[src/rtl/mem_arb_pkg.sv]
// Shared types and default sizing for the I/D memory arbiter.
package mem_arb_pkg;

  typedef enum logic [1:0] {
    IDLE  = 2'd0,
    ISSUE = 2'd1,
    WAIT  = 2'd2,
    RESP  = 2'd3
  } arbState_e;

  typedef enum logic {
    REQ_I = 1'b0,
    REQ_D = 1'b1
  } reqId_e;

  localparam int LINE_W_DEF  = 128;
  localparam int ADDR_W_DEF  = 32;
  localparam int MEM_LAT_DEF = 5;
  // Wide enough for the largest legal latency (15).
  localparam int CNT_W       = 4;

endpackage

[src/rtl/mem_lat_counter.sv]
// Down-counter timing the fixed memory latency; saturates at zero.
module mem_lat_counter
  import mem_arb_pkg::*;
(
  input  logic             clk,
  input  logic             reset,
  input  logic             load,
  input  logic [CNT_W-1:0] loadVal,
  input  logic             dec,
  output logic [CNT_W-1:0] count,
  output logic             zero
);

  logic [CNT_W-1:0] count_r;

  // Load wins over decrement; holding at zero keeps a late decrement harmless.
  always_ff @(posedge clk) begin
    if (!reset) begin
      count_r <= '0;
    end else if (load) begin
      count_r <= loadVal;
    end else if (dec && (count_r != 4'd0)) begin
      count_r <= count_r - 4'd1;
    end else begin
      count_r <= count_r;
    end
  end

  assign count = count_r;
  assign zero  = (count_r == 4'd0);

endmodule

[src/rtl/mem_arbiter.sv]
// Two-port (I-cache / D-cache) line arbiter in front of a fixed-latency memory.
// Define MEM_ARB_RR_EN for round-robin on collisions; otherwise D has fixed priority.
module mem_arbiter
  import mem_arb_pkg::*;
#(
  parameter int MEM_LAT = MEM_LAT_DEF,
  parameter int LINE_W  = LINE_W_DEF,
  parameter int ADDR_W  = ADDR_W_DEF
) (
  input  logic              clk,
  input  logic              reset,
  input  logic              i_req,
  input  logic [ADDR_W-1:0] i_addr,
  output logic              i_ack,
  output logic [LINE_W-1:0] i_rdata,
  input  logic              d_req,
  input  logic              d_we,
  input  logic [ADDR_W-1:0] d_addr,
  input  logic [LINE_W-1:0] d_wdata,
  output logic              d_ack,
  output logic [LINE_W-1:0] d_rdata,
  output logic              mem_req,
  output logic              mem_we,
  output logic [ADDR_W-1:0] mem_addr,
  output logic [LINE_W-1:0] mem_wdata,
  input  logic [LINE_W-1:0] mem_rdata,
  output logic              busy
);

  arbState_e         state_r;
  reqId_e            winId_r;
  logic [ADDR_W-1:0] latAddr_r;
  logic              latWe_r;
  logic [LINE_W-1:0] latWdata_r;
  logic [LINE_W-1:0] iRdata_r;
  logic [LINE_W-1:0] dRdata_r;
  logic              iAck_r;
  logic              dAck_r;
  logic              memReq_r;
  logic              memWe_r;
  logic              busy_r;

  logic              anyReq_s;
  reqId_e            pick_s;
  logic              cntLoad_s;
  logic              cntDec_s;
  logic              cntZero_s;
  logic [CNT_W-1:0]  cntCount_s;
  logic              unusedBits_s;

  assign anyReq_s = i_req | d_req;

`ifdef MEM_ARB_RR_EN
  reqId_e lastGrant_r;

  // On a tie the side that did not win last time gets the grant.
  always_comb begin
    pick_s = REQ_D;
    if (i_req && d_req) begin
      pick_s = (lastGrant_r == REQ_D) ? REQ_I : REQ_D;
    end else if (i_req) begin
      pick_s = REQ_I;
    end else begin
      pick_s = REQ_D;
    end
  end

  // Reset value REQ_I makes the first collision go to D.
  always_ff @(posedge clk) begin
    if (!reset) begin
      lastGrant_r <= REQ_I;
    end else if ((state_r == IDLE) && anyReq_s) begin
      lastGrant_r <= pick_s;
    end else begin
      lastGrant_r <= lastGrant_r;
    end
  end
`else
  // Fixed priority: the data side always wins a collision.
  always_comb begin
    pick_s = REQ_D;
    if (d_req) begin
      pick_s = REQ_D;
    end else if (i_req) begin
      pick_s = REQ_I;
    end else begin
      pick_s = REQ_D;
    end
  end
`endif

  assign cntLoad_s = (state_r == ISSUE);
  assign cntDec_s  = (state_r == WAIT);

  mem_lat_counter u_lat (
    .clk    (clk),
    .reset  (reset),
    .load   (cntLoad_s),
    .loadVal(CNT_W'(MEM_LAT - 1)),
    .dec    (cntDec_s),
    .count  (cntCount_s),
    .zero   (cntZero_s)
  );

  // Control FSM; strobes default low so each one lasts exactly one cycle.
  always_ff @(posedge clk) begin
    if (!reset) begin
      state_r    <= IDLE;
      winId_r    <= REQ_I;
      latAddr_r  <= '0;
      latWe_r    <= 1'b0;
      latWdata_r <= '0;
      iRdata_r   <= '0;
      dRdata_r   <= '0;
      iAck_r     <= 1'b0;
      dAck_r     <= 1'b0;
      memReq_r   <= 1'b0;
      memWe_r    <= 1'b0;
      busy_r     <= 1'b0;
    end else begin
      iAck_r   <= 1'b0;
      dAck_r   <= 1'b0;
      memReq_r <= 1'b0;
      memWe_r  <= 1'b0;
      case (state_r)
        IDLE: begin
          if (anyReq_s) begin
            winId_r    <= pick_s;
            latAddr_r  <= (pick_s == REQ_I) ? i_addr : d_addr;
            latWe_r    <= (pick_s == REQ_D) && d_we;
            latWdata_r <= (pick_s == REQ_D) ? d_wdata : '0;
            memReq_r   <= 1'b1;
            memWe_r    <= (pick_s == REQ_D) && d_we;
            busy_r     <= 1'b1;
            state_r    <= ISSUE;
          end else begin
            busy_r  <= 1'b0;
            state_r <= IDLE;
          end
        end
        ISSUE: state_r <= WAIT;
        WAIT: begin
          if (cntZero_s) begin
            // Memory data is valid in exactly this cycle; writes leave rdata alone.
            if (!latWe_r) begin
              if (winId_r == REQ_I) iRdata_r <= mem_rdata;
              else                  dRdata_r <= mem_rdata;
            end
            iAck_r  <= (winId_r == REQ_I);
            dAck_r  <= (winId_r == REQ_D);
            state_r <= RESP;
          end
        end
        RESP: begin
          busy_r  <= 1'b0;
          state_r <= IDLE;
        end
        default: begin
          busy_r  <= 1'b0;
          state_r <= IDLE;
        end
      endcase
    end
  end

  assign i_ack     = iAck_r;
  assign d_ack     = dAck_r;
  assign i_rdata   = iRdata_r;
  assign d_rdata   = dRdata_r;
  assign mem_req   = memReq_r;
  assign mem_we    = memWe_r;
  assign mem_addr  = {latAddr_r[ADDR_W-1:4], 4'b0000};
  assign mem_wdata = latWdata_r;
  assign busy      = busy_r;

  // Byte offset and the raw count are not needed by the datapath.
  assign unusedBits_s = ^{cntCount_s, latAddr_r[3:0]};

endmodule

[config.mk]
export PLATFORM = sky130hd
export DESIGN_NAME = mem_arbiter
export DESIGN_NICKNAME = d
export VERILOG_FILES = /design/src/rtl/mem_arb_pkg.sv /design/src/rtl/mem_lat_counter.sv /design/src/rtl/mem_arbiter.sv
export SDC_FILE = /design/constraint.sdc
export NUM_CORES = 1
export LEC_CHECK = 0
export ABC_AREA = 1
export CAP_MARGIN = 40
export CORE_AREA = 4 4 284 286
export CTS_CLUSTER_SIZE = 16
export DETAILED_ROUTE_END_ITERATION = 10
export DIE_AREA = 0 0 288 290
export GPL_TIMING_DRIVEN = 0
export PLACE_DENSITY_LB_ADDON = 0.25
export SLEW_MARGIN = 20
export SYNTH_ARGS = -nofsm -noshare
export SYNTH_HDL_FRONTEND = slang
export SYNTH_SLANG_ARGS = --single-unit
[constraint.sdc]
create_clock -name clk -period 2 [get_ports clk]
set_clock_uncertainty 0.2 [all_clocks]
set_input_delay 0.5 -clock clk [delete_from_list [all_inputs] [get_ports clk]]
set_output_delay 0.5 -clock clk [all_outputs]
set_load 0.005 [all_outputs]
### After elaboration in Yosys (flattened, before gate mapping)

Cells that the tools add are included.

| word-level totals | value |
|---|---|
| register bits | 429 |
| bits of input ports | 325 |
| output and inout port bits | 421 |
| word-level logic and storage cells | 48 |

| cells by class | value |
|---|---|
| add/subtract/negate cells | 1 |
| equality and inequality tests | 4 |
| multiplexer cells | 11 |
| bitwise logic cells | 4 |
| reductions and logical operators | 14 |

Operators with widths:

| cell | number |
|---|---|
| $mux 128 | 1 |
| $mux 32 | 1 |
| $pmux 2 s4 | 1 |
| $reduce_and 4->1 | 2 |
| $mux 3 | 2 |
| $reduce_and 3->1 | 2 |
| $eq 2x2->1 const B | 2 |
| $logic_not 4->1 | 1 |
| $mux 1 | 4 |
| $reduce_and 2->1 | 2 |
| $reduce_bool 2->1 | 2 |
| $reduce_bool 4->1 | 1 |
| $sub 4x1->4 const B | 1 |
| $not 1->1 | 3 |
| $eq 2x1->1 const B | 1 |
| $logic_and 1x1->1 | 2 |
| $logic_not 2->1 | 1 |
| $mux 2 | 1 |
| $ne 2x2->1 const B | 1 |
| $pmux 1 s2 | 1 |
| $reduce_or 2->1 | 1 |
| $or 1x1->1 | 1 |

### Logic depth before layout (Yosys ltp)

Gate-level depths: netlist of the first run.

| logic depth | value |
|---|---|
| word-level depth | 4 |
| depth in mapped cells | 10 |
| gate-level depth less buffers | 8 |

### Cells and area by module

From an unflattened synthesis of the first run, not the netlist that was laid out.

| unflattened totals | value |
|---|---|
| cell total of the unflattened synthesis | 2,765 |
| area total of the unflattened synthesis | 18,347.6 um^2 |

Modules (own cells, without submodules):

| module | instances | cells each | area each (um^2) | sequential area each (um^2) |
|---|---|---|---|---|
| mem_arbiter | 1 | 2,724 | 18,073.6 | 8,428.1 |
| mem_lat_counter | 1 | 41 | 274.0 | 80.1 |

### Worst setup path before layout of the first run

Ideal clock, no wire load.

| timing path | value |
|---|---|
| kind | flip-flop to flip-flop |
| start | register state_r[0] |
| end | register dRdata_r[48], in the netlist d_rdata[48] |
| setup time | 0.113 ns |
| arrival | 1.372 ns |
| required time | 1.687 ns |
| setup slack | 0.315 ns |
| stages on the path, launching flop included | 9 |
| path buffers | 3 |
| period minus slack after synthesis | 1.685 ns |
| cells stage by stage | dfxtp_1 -> inv_1 -> ha_1 -> buf_2 -> clkbuf_1 -> clkbuf_1 -> nand4_1 -> nand2_1 -> nor2_1 |

| on the way | value |
|---|---|
| cells in the longest elaborated chain, start to end | 2 |

Ends and longest elaborated chain:

| what | RTL line | source |
|---|---|---|
| from (decl) | mem_arbiter.sv:30 | `arbState_e state_r;` |
| from (signal assigned) | mem_arbiter.sv:108 | `state_r <= IDLE;` |
| from (signal assigned) | mem_arbiter.sv:135 | `state_r <= ISSUE;` |
| from (signal assigned) | mem_arbiter.sv:138 | `state_r <= IDLE;` |
| $eq 2x2->1 | mem_arbiter.sv:125 | `case (state_r)` |
| $reduce_and 4->1 (no source line) | -- |  |
| to (signal assigned) | mem_arbiter.sv:147 | `else dRdata_r <= mem_rdata;` |
| to (decl) | mem_arbiter.sv:36 | `logic [LINE_W-1:0] dRdata_r;` |

No other way between the ends.
A chain may end at the register's enable or synchronous reset.

### Final worst setup path of the first run

| timing path | value |
|---|---|
| start | register dRdata_r[1], in the netlist d_rdata[1] |
| end | output port d_rdata[1] |

RTL lines:

| what | RTL line | source |
|---|---|---|
| to (decl) | mem_arbiter.sv:21 | `output logic [LINE_W-1:0] d_rdata,` |

No word-level cell between the ends.

==> impl_summary.txt, run 1 <==
----------------------------------------------------
[Flow run]
  Max Cap Violations ... 0

[Synth]
  Share of synthesized flip-flops with an asynchronous set or reset ... 0
  Flip-flop and latch count after synthesis ... 425
  Average cell area after synthesis ... 7.147 µm²
  Synthesis Warnings ... 0
  Cell type with the largest total area after synthesis ... sky130_fd_sc_hd__dfxtp_1
  Dominant synthesized flop cell ... sky130_fd_sc_hd__dfxtp_1
  Fraction of post-synthesis cell area in the top cell type by area ... 0.4883
  Synth area leaders ... sky130_fd_sc_hd__dfxtp_1, sky130_fd_sc_hd__nand2_1, sky130_fd_sc_hd__nor2_1, sky130_fd_sc_hd__nand4_1, sky130_fd_sc_hd__a21oi_1
  Library cell with the highest instance count after synthesis ... sky130_fd_sc_hd__nand2_1
  Number of distinct standard cells referenced by the synthesized netlist ... 21
  Post-synth top cells ... sky130_fd_sc_hd__nand2_1, sky130_fd_sc_hd__nor2_1, sky130_fd_sc_hd__dfxtp_1
  Number of standard cells after synthesis ... 2,438
  Proportion of synthesized chip area in sequential cells ... 0.4883
  EDFF count, synth ... 0
  Area of the mapped netlist ... 17,430 µm²

[Global routing]
  Wire length of the first global-routing pass ... 118,400 µm
  Number of global-route vias before repair ... 18,090
  Most Used Layer, Global Route ... met2
  Pin count of the biggest net entering global routing ... 17
  Total GRT Usage ... 0.1860
  Met2 routing resource usage after global routing ... 0.3381
  Initial antenna violation count ... 15
  GR Layer Usage met1 ... 0.2132
  M3 GR Usage ... 0.05530
  Gr ovfl total ... 0

[STA]
  Setup repair after global routing missed its margin ... yes
  Pins Over Slew Limit ... 0
  Final critical-path required period ... 1.948 ns
  Hold Violations, Final ... 0
  Post-route worst hold slack ... 0.2576 ns
  Max frequency ... 0.5133 GHz
  Worst Slack Setup Final ... 0.05164 ns
  Final period util ... 0.9742
  Worst-case headroom to the max-slew limit ... 0.5142
  Setup Viol. Count Final ... 0
  Transition time of the tightest slew-check pin ... 0.7287 ns

[CTS]
  Clock-pin slew on the worst setup and hold paths ... 0.05 ns
  CTS tree ... built
  Quantity of hold-fixing buffers added after cts ... 0
  Clk_lat worst skew ... 0.58 ns
  Cts bufs inserted ... 52
  Number of clock sinks ... 425
  Max Root-Sink Buffers ... 3
  H-tree depth ... 2
  Buffer cell driving the clock tree root ... sky130_fd_sc_hd__clkbuf_16

[Final layout]
  Final-stage net count ... 3,572
  Proportion of layout cells with a drive suffix above 1 ... 0.09493
  Area Overhead vs Synth ... 60.34%
  Final cell utilization of the core ... 0.3566

[Die]
  Standard-cell rows ... 103
  Floorplan die height ... 290 µm
  Effective utilization at floorplan ... 0.2224
  Horizontal extent of the die ... 288 µm
  Die footprint ... 83,520 µm²
  Core Footprint ... 78,360 µm²
  I/O pin total ... 746

[Critical path]
  Crit start category ... register
  Largest stage delay on the critical path ... 0.35 ns
  Slowest CP cell ... sky130_fd_sc_hd__dlygate4sd2_1
  Kind of end point of the critical path ... output port
  Buffers plus inverters on the worst setup path ... 1
  Critical path startpoint ... d_rdata[1]
  Ordered cell list for the critical path ... dlygate4sd2_1
  Top Family by Delay on Critical Path ... buffers and inverters
  Top fanout value on the critical path ... 2
  Kind of critical path ... register to output port
  Critical register-to-register path startpoint ... u_lat.count[0]
  Worst Path Arrival ... 1.25 ns
  Required time of the worst setup path ... 1.30 ns

[Drt]
  Initial drt markers ... 1,048
  Average wire per cell in the routed design ... 19.05 µm
  Routed Antenna Nets ... 0
  DRC Markers ... 0
  Total iterations of the first detailed-routing run ... 6
  DR vias/cell ... 4.335
  Final wirelength ... 82,610 µm
  DR vias ... 18,800

[Power]
  Leakage ... 13.26 nW
  Design Power ... 34.62 mW
  Power per cell area ... 1239 nW/µm²
  Highest ir drop seen on vdd ... 0.6377 mV

[Placed design]
  HPWL after detailed placement ... 64,220 µm
  Placement Setup Slack ... -1.005 ns
  Port Buf Inserts ... 733
  Final weighted congestion in routability-driven placement ... 0.8445

[Run status]
  Result of the run ... completed

[Hold path]
  Kind of path behind the tightest hold check ... register to register
  Worst Hold Launch ... latAddr_r[14]

----------------------------------------------------
## metrics by stage
stage	instances	area (µm²)	TNS (ns)
floorplan	2441	17440	0
global placement	4224	26090	-309.67
detailed placement	4228	26130	-270.48
CTS	4318	27490	0
global route	4328	27920	-0.4786
finish	4336	27940	0
## cell type report
cell class	count	area (µm²)
plain buffers	202	1521
clock buffers	75	1530
fillers	8603	50420
flip-flops and latches	425	8534
repair buffers	747	7057
inverters	175	660.6
well taps	1050	1314
clock inverters	14	163.9
diodes	10	25.02
multi-input cells	1638	7133
## path summary, 6_finish.rpt
check / to / slack (ns) / cells past startpoint
setup / recovery: d_rdata[1] / 0.05 / 1
hold / removal: latAddr_r[14] / 0.26 / 2
setup reg to reg: d_rdata[80] / 0.07 / 10
hold reg to reg: latAddr_r[14] / 0.26 / 2
## cell usage in the layout (no fill, tap or decap), types with 3 or more instances in the layout
cell | Yosys | routed
sky130_fd_sc_hd__nand2_1 | 614 | 613
sky130_fd_sc_hd__nor2_1 | 582 | 582
sky130_fd_sc_hd__dfxtp_1 | 425 | 406
sky130_fd_sc_hd__dlygate4sd2_1 | 0 | 381
sky130_fd_sc_hd__clkdlybuf4s50_1 | 0 | 316
sky130_fd_sc_hd__nand4_1 | 257 | 257
sky130_fd_sc_hd__inv_1 | 174 | 170
sky130_fd_sc_hd__a21oi_1 | 159 | 159
sky130_fd_sc_hd__clkbuf_16 | 0 | 57
sky130_fd_sc_hd__buf_2 | 79 | 56
sky130_fd_sc_hd__buf_6 | 20 | 43
sky130_fd_sc_hd__buf_4 | 48 | 36
sky130_fd_sc_hd__clkbuf_1 | 38 | 34
sky130_fd_sc_hd__clkbuf_2 | 0 | 22
sky130_fd_sc_hd__clkdlybuf4s15_1 | 0 | 21
sky130_fd_sc_hd__dfxtp_2 | 0 | 18
sky130_fd_sc_hd__buf_12 | 0 | 11
sky130_fd_sc_hd__clkbuf_4 | 0 | 11
sky130_fd_sc_hd__diode_2 | 0 | 10
sky130_fd_sc_hd__clkbuf_8 | 0 | 10
sky130_fd_sc_hd__buf_8 | 0 | 9
sky130_fd_sc_hd__buf_1 | 18 | 9
sky130_fd_sc_hd__clkdlybuf4s15_2 | 0 | 8
sky130_fd_sc_hd__clkinv_2 | 0 | 7
sky130_fd_sc_hd__o21ai_0 | 5 | 5
sky130_fd_sc_hd__inv_2 | 1 | 4
sky130_fd_sc_hd__clkinvlp_4 | 0 | 4
sky130_fd_sc_hd__conb_1 | 1 | 4
sky130_fd_sc_hd__nand3_1 | 5 | 3
sky130_fd_sc_hd__ha_1 | 6 | 3
sky130_fd_sc_hd__ha_2 | 0 | 3
sky130_fd_sc_hd__bufinv_16 | 0 | 3
## worst register-to-register path, cell delays in order (launching register included)
cell	delay, ns
sky130_fd_sc_hd__dfxtp_1	0.32
sky130_fd_sc_hd__inv_2	0.10
sky130_fd_sc_hd__ha_2	0.21
sky130_fd_sc_hd__nand2_1	0.10
sky130_fd_sc_hd__nor2_4	0.15
sky130_fd_sc_hd__buf_12	0.13
sky130_fd_sc_hd__buf_12	0.17
sky130_fd_sc_hd__buf_6	0.18
sky130_fd_sc_hd__nand4_1	0.08
sky130_fd_sc_hd__nand2_1	0.14
sky130_fd_sc_hd__nor2_1	0.05
## routing by layer
layer	routed length (µm)	up-vias
met4	1783	8
met2	41240	670
met5	68	-
met1	32560	8639
li1	-	9366
met3	6966	112
## report_power, final
group          internal, mW  switching (mW)
clock network          5.65            3.87
logic                  5.79            8.14
registers              10.3           0.901
total                  21.7            12.9
## what timing repair did
item | in CTS | in global routing
setup buffers | 1 | 4
gates cloned | 1 | 4
pin swaps | 1 | 4
endpoints found under the setup margin | 811 | 312
gates resized for setup | 520 | 123
## logic make-up after synthesis
group | count (synthesis) | synth area share
compound gates | 165 | 0.04753
fa+ha+maj | 6 | 0.004308
buf+inv | 378 | 0.1061
flops | 425 | 0.4883
other cells | 1 | 0.0002152
simple gates | 1463 | 0.3536
## sequential cells by signal, summed over array words and instances (netlist names), 2 cells and up
name / count
d_rdata: 128
i_rdata: 128
mem_wdata: 128
latAddr_r: 28
u_lat.count: 4
state_r: 2
(Power assumes the default switching activity.)
==> run 2, diff against run 1 <==
--- a/config.mk
+++ b/config.mk
@@ -17,3 +17,4 @@
 export SYNTH_ARGS = -nofsm -noshare
 export SYNTH_HDL_FRONTEND = slang
 export SYNTH_SLANG_ARGS = --single-unit
+export TNS_END_PERCENT = 1
==> impl_summary.txt, run 2 (synthesis gave the netlist of run 1 again) <==
----------------------------------------------------
[Final layout]
  Final-stage net count ... 3,571
  Proportion of layout cells with a drive suffix above 1 ... 0.09527
  Final cell utilization of the core ... 0.3569
  Footprint of the multi-input gates ... 7138 µm²
  Area taken by flip-flops and latches ... 8533 µm²
  Most frequent cells in the layout ... sky130_fd_sc_hd__nand2_1, sky130_fd_sc_hd__nor2_1, sky130_fd_sc_hd__dfxtp_1
  Area Overhead vs Synth ... 60.49%
  Most common cell after layout, fill and taps aside ... sky130_fd_sc_hd__nand2_1
  # fillers ... 8,606

[Power]
  Leakage ... 13.28 nW
  Design Power ... 34.79 mW
  Highest ir drop seen on vdd ... 0.6381 mV
  Comb power frac ... 0.405
  Power per cell area ... 1244 nW/µm²
  Internal power ... 21.81 mW
  Switching power summed over all nets ... 12.98 mW
  Sw frac ... 0.3730
  Clock Power Share ... 0.274
  Part of the power in registers ... 0.321

[STA]
  Setup Viol. Count Final ... 0
  Worst-case headroom to the max-slew limit ... 0.5182
  Setup repair after global routing missed its margin ... yes
  Max frequency ... 0.5138 GHz
  Hold Violations, Final ... 0
  Final critical-path required period ... 1.946 ns
  Pins Over Slew Limit ... 0
  Transition time of the tightest slew-check pin ... 0.7228 ns
  Final period util ... 0.9732

[Global routing]
  Initial antenna violation count ... 15
  Total GRT Usage ... 0.1859
  Wire length of the first global-routing pass ... 118,400 µm
  Pin count of the biggest net entering global routing ... 14
  Number of global-route vias before repair ... 18,090
  Gr ovfl total ... 0

[Critical path]
  Kind of end point of the critical path ... output port
  Top fanout value on the critical path ... 2
  Critical register-to-register path startpoint ... state_r[0]
  Worst r2r dst ... d_rdata[12]
  Required time of the worst setup path ... 1.30 ns
  Worst Path Arrival ... 1.25 ns
  Crit start category ... register
  Ordered cell list for the critical path ... dlygate4sd2_1
  Top Family by Delay on Critical Path ... buffers and inverters
  Number of gates on the worst path with buffers counted ... 1
  Buffers plus inverters on the worst setup path ... 1
  Kind of critical path ... register to output port
  Largest stage delay on the critical path ... 0.35 ns
  Slowest CP cell ... sky130_fd_sc_hd__dlygate4sd2_1
  R2r worst-path depth ... 7
  Internal reg-to-reg setup slack ... 0.06 ns

[Drt]
  Initial drt markers ... 1,106
  Average wire per cell in the routed design ... 19.06 µm
  Final wirelength ... 82,630 µm
  DR vias ... 18,720
  Routed Antenna Nets ... 0
  DRC Markers ... 0
  DR vias/cell ... 4.319
  Total iterations of the first detailed-routing run ... 5

[Die]
  Floorplan die height ... 290 µm
  Horizontal extent of the die ... 288 µm
  Standard-cell rows ... 103
  Effective utilization at floorplan ... 0.2224
  Die footprint ... 83,520 µm²
  I/O pin total ... 746
  Core Footprint ... 78,360 µm²

[CTS]
  Cts bufs inserted ... 52
  Number of clock sinks ... 425
  CTS tree ... built
  Quantity of hold-fixing buffers added after cts ... 0
  Clock-pin slew on the worst setup and hold paths ... 0.05 ns
  Buffer cell driving the clock tree root ... sky130_fd_sc_hd__clkbuf_16
  Clk_lat worst skew ... 0.59 ns
  H-tree depth ... 2
  Max Root-Sink Buffers ... 3

[Placed design]
  Port Buf Inserts ... 733
  Final weighted congestion in routability-driven placement ... 0.8445
  HPWL after detailed placement ... 64,220 µm

[Hold path]
  Kind of path behind the tightest hold check ... register to register
  Hold Crit Depth ... 2
  Worst Hold Launch ... latAddr_r[14]
  Capture endpoint of the worst hold path ... latAddr_r[14]

[Run status]
  Result of the run ... completed

[Flow run]
  Max Cap Violations ... 0

----------------------------------------------------
## run 2: metrics by stage
step / setup WS, ns / TNS (ns) / hold slack [ns] / std cells / instance area (µm²)
after floorplan: 0.3151 / 0 / 0.2418 / 2441 / 17440
after global placement: -1.203 / -309.67 / 0.2505 / 4224 / 26090
after detailed placement: -1.005 / -270.48 / 0.2546 / 4228 / 26130
after CTS: -0.02936 / -0.05449 / 0.2054 / 4319 / 27480
after global routing: -0.05672 / -2.547 / 0.2267 / 4327 / 27950
final: 0.05355 / 0 / 0.2577 / 4335 / 27970
## run 2: worst max path at each step
| stage | start | to | slack, ns |
|---|---|---|---|
| final | d_rdata[1] | d_rdata[1] | 0.05 |
| after global routing | u_lat.count[0] | i_rdata[17] | -0.06 |
| after CTS | state_r[1] | mem_wdata[9] | -0.03 |
| after detailed placement | reset | d_rdata[104] | -1.00 |
| after global placement | reset | d_rdata[104] | -1.20 |
| after floorplan | state_r[0] | d_rdata[48] | 0.32 |
## run 2: layer usage
layer,up-vias,global-route usage,part of all wire
met5,-,0,0.00082
met1,8547,0.2135,0.39
met3,112,0.05530,0.087
met2,686,0.3377,0.50
li1,9371,-,-
met4,8,0.04231,0.022
## run 2: cell type report
| cell class | count | share of cell area |
|---|---|---|
| tap | 1050 | 0.04698 |
| buffer | 202 | 0.05583 |
| antenna | 10 | 0.0008948 |
| timing repair buffer | 746 | 0.2517 |
| clock buffer | 75 | 0.05472 |
| sequential | 425 | 0.3051 |
| multi-input combinational | 1638 | 0.2552 |
| inverter | 175 | 0.02362 |
| clock inverter | 14 | 0.005861 |
## run 2: power groups by stage
stage	clock network, mW	logic [mW]	registers [mW]
after floorplan	0	6.81	11.4
final	9.52	14.1	11.2
after global placement	0	14.3	11.3
after detailed placement	0	14.3	11.4
after global routing	10.2	15.5	11.4
after CTS	9.83	13.4	11.2
## run 2: worst min-delay path, delay by kind of cell, from the launching register on
| kind | cells | cell delay, ns |
|---|---|---|
| AND/OR/NAND/NOR | 1 | 0.05 |
| AO/OA/AOI/OAI | 1 | 0.05 |
| flip-flops | 1 | 0.30 |
## run 2: repair_timing
item,in CTS,in global routing
cloned,1,3
resized for setup,517,148
pin swaps,1,3
setup buffers,1,4
endpoints found under the setup margin,811,409
==> run 3, diff against run 2 <==
==> constraint.sdc (replaced) <==
create_clock -name clk -period 2.15 [get_ports clk]
set_clock_uncertainty 0.2 [all_clocks]
set_input_delay 0.5375 -clock clk [delete_from_list [all_inputs] [get_ports clk]]
set_output_delay 0.5375 -clock clk [all_outputs]
set_load 0.005 [all_outputs]
==> impl_summary.txt, run 3 (synthesis gave the netlist of run 1 again) <==
----------------------------------------------------
[STA]
  Hold Violations, Final ... 0
  Setup Viol. Count Final ... 0
  Final period util ... 0.9708
  Worst-case headroom to the max-slew limit ... 0.5087
  Final critical-path required period ... 2.087 ns
  Max frequency ... 0.4791 GHz
  Post-route worst hold slack ... 0.2593 ns
  Pins Over Slew Limit ... 0
  Transition time of the tightest slew-check pin ... 0.7370 ns
  Setup repair after global routing missed its margin ... yes

[Final layout]
  Footprint of the multi-input gates ... 7104 µm²
  # fillers ... 8,664
  Most common cell after layout, fill and taps aside ... sky130_fd_sc_hd__nand2_1
  Final cell utilization of the core ... 0.3511
  Most frequent cells in the layout ... sky130_fd_sc_hd__nand2_1, sky130_fd_sc_hd__nor2_1, sky130_fd_sc_hd__dlygate4sd2_1
  Final-stage net count ... 3,566
  Proportion of layout cells with a drive suffix above 1 ... 0.08440
  Area taken by flip-flops and latches ... 8531 µm²
  Area Overhead vs Synth ... 57.87%

[Placed design]
  Final weighted congestion in routability-driven placement ... 0.8445
  HPWL after detailed placement ... 64,220 µm
  Port Buf Inserts ... 733

[Die]
  Die footprint ... 83,520 µm²
  Effective utilization at floorplan ... 0.2224
  Core Footprint ... 78,360 µm²
  I/O pin total ... 746
  Standard-cell rows ... 103
  Floorplan die height ... 290 µm
  Horizontal extent of the die ... 288 µm

[CTS]
  CTS tree ... built
  Number of clock sinks ... 425
  H-tree depth ... 2
  Buffer cell driving the clock tree root ... sky130_fd_sc_hd__clkbuf_16
  Max Root-Sink Buffers ... 3
  Clock-pin slew on the worst setup and hold paths ... 0.06 ns
  Clk_lat worst skew ... 0.58 ns
  Cts bufs inserted ... 52

[Global routing]
  Gr ovfl total ... 0
  Initial antenna violation count ... 15
  Number of global-route vias before repair ... 18,070
  Pin count of the biggest net entering global routing ... 14
  Wire length of the first global-routing pass ... 118,100 µm
  Total GRT Usage ... 0.1854

[Critical path]
  Crit start category ... register
  Worst Path Arrival ... 2.36 ns
  Kind of end point of the critical path ... register
  Ordered cell list for the critical path ... nand2_1, inv_1, clkbuf_4, buf_2, nand4_1, nand2_1, nor2_1
  Buffers plus inverters on the worst setup path ... 3
  Largest stage delay on the critical path ... 0.52 ns
  Slowest CP cell ... sky130_fd_sc_hd__dfxtp_1
  Kind of critical path ... register to register
  Top fanout value on the critical path ... 10
  Required time of the worst setup path ... 2.42 ns
  Most frequent cell on the critical path ... sky130_fd_sc_hd__nand2_1
  Top Family by Delay on Critical Path ... buffers and inverters

[Run status]
  Result of the run ... completed

[Power]
  Clock Power Share ... 0.280
  Internal power ... 19.69 mW
  Highest ir drop seen on vdd ... 0.5944 mV
  Sw frac ... 0.3765
  Switching power summed over all nets ... 11.89 mW
  Comb power frac ... 0.391
  Leakage ... 13.23 nW
  Power per cell area ... 1148 nW/µm²
  Part of the power in registers ... 0.329
  Design Power ... 31.58 mW

[Drt]
  Routed Antenna Nets ... 0
  Final wirelength ... 81,980 µm
  Total iterations of the first detailed-routing run ... 5
  DR vias ... 18,650
  Initial drt markers ... 1,064
  DRC Markers ... 0
  DR vias/cell ... 4.308
  Average wire per cell in the routed design ... 18.93 µm

[Flow run]
  Max Cap Violations ... 0

[Hold path]
  Kind of path behind the tightest hold check ... register to register

----------------------------------------------------
-- run 3: final timing paths --
| path | start | endpoint | slack (ns) | cells past startpoint |
|---|---|---|---|---|
| worst max register to register | winId_r | d_rdata[21] | 0.06 | 7 |
| worst max-delay path | winId_r | d_rdata[21] | 0.06 | 7 |
| worst min register to register | latAddr_r[14] | latAddr_r[14] | 0.26 | 2 |
| worst min-delay path | latAddr_r[14] | latAddr_r[14] | 0.26 | 2 |
-- run 3: area by class of cell --
type	instances	share of cell area
plain buffers	203	0.04662
flip-flops and latches	425	0.3101
multi-input cells	1638	0.2583
clock inverters	14	0.005958
inverters	175	0.02388
repair buffers	740	0.2509
clock buffers	75	0.05563
diodes	10	0.0009097
well taps	1050	0.04776
-- run 3: through the flow --
step | TNS, ns | cells | instance area, µm² | setup slack [ns]
4_1_cts | -0.003747 | 4317 | 27360 | -0.003747
3_3_place_gp | -259.72 | 4224 | 26090 | -1.091
2_1_floorplan | 0 | 2441 | 17440 | 0.4651
5_1_grt | -0.04833 | 4322 | 27490 | -0.02515
6_report | 0 | 4330 | 27510 | 0.06280
3_5_place_dp | -222.93 | 4228 | 26130 | -0.8923
-- run 3: per-layer routing --
| layer | vias up | global-route usage | share of wire |
|---|---|---|---|
| li1 | 9363 | - | - |
| met1 | 8491 | 0.2124 | 0.39 |
| met2 | 685 | 0.3352 | 0.50 |
| met3 | 106 | 0.05538 | 0.086 |
| met4 | 8 | 0.04605 | 0.023 |
| met5 | - | 0 | 0.00083 |
-- run 3: repair_timing --
action	CTS	global route
setup endpoints to repair	668	338
gates cloned	0	1
pin swaps	0	2
hold buffers	0	0
resized for setup	452	39
setup buffers	0	2
-- run 3: worst min-delay path, stage by stage, from the launching register on --
cell                      delay, ns
sky130_fd_sc_hd__dfxtp_1       0.30
sky130_fd_sc_hd__nand2_1       0.06
sky130_fd_sc_hd__a21oi_1       0.05
-- run 3: power groups by stage --
stage / clock, mW / combinational [mW] / sequential, mW
finish: 8.85 / 12.3 / 10.4
global route: 9.45 / 13.6 / 10.6
CTS: 9.14 / 12.4 / 10.4
detailed placement: 0 / 13.3 / 10.6
global placement: 0 / 13.3 / 10.5
floorplan: 0 / 6.34 / 10.6
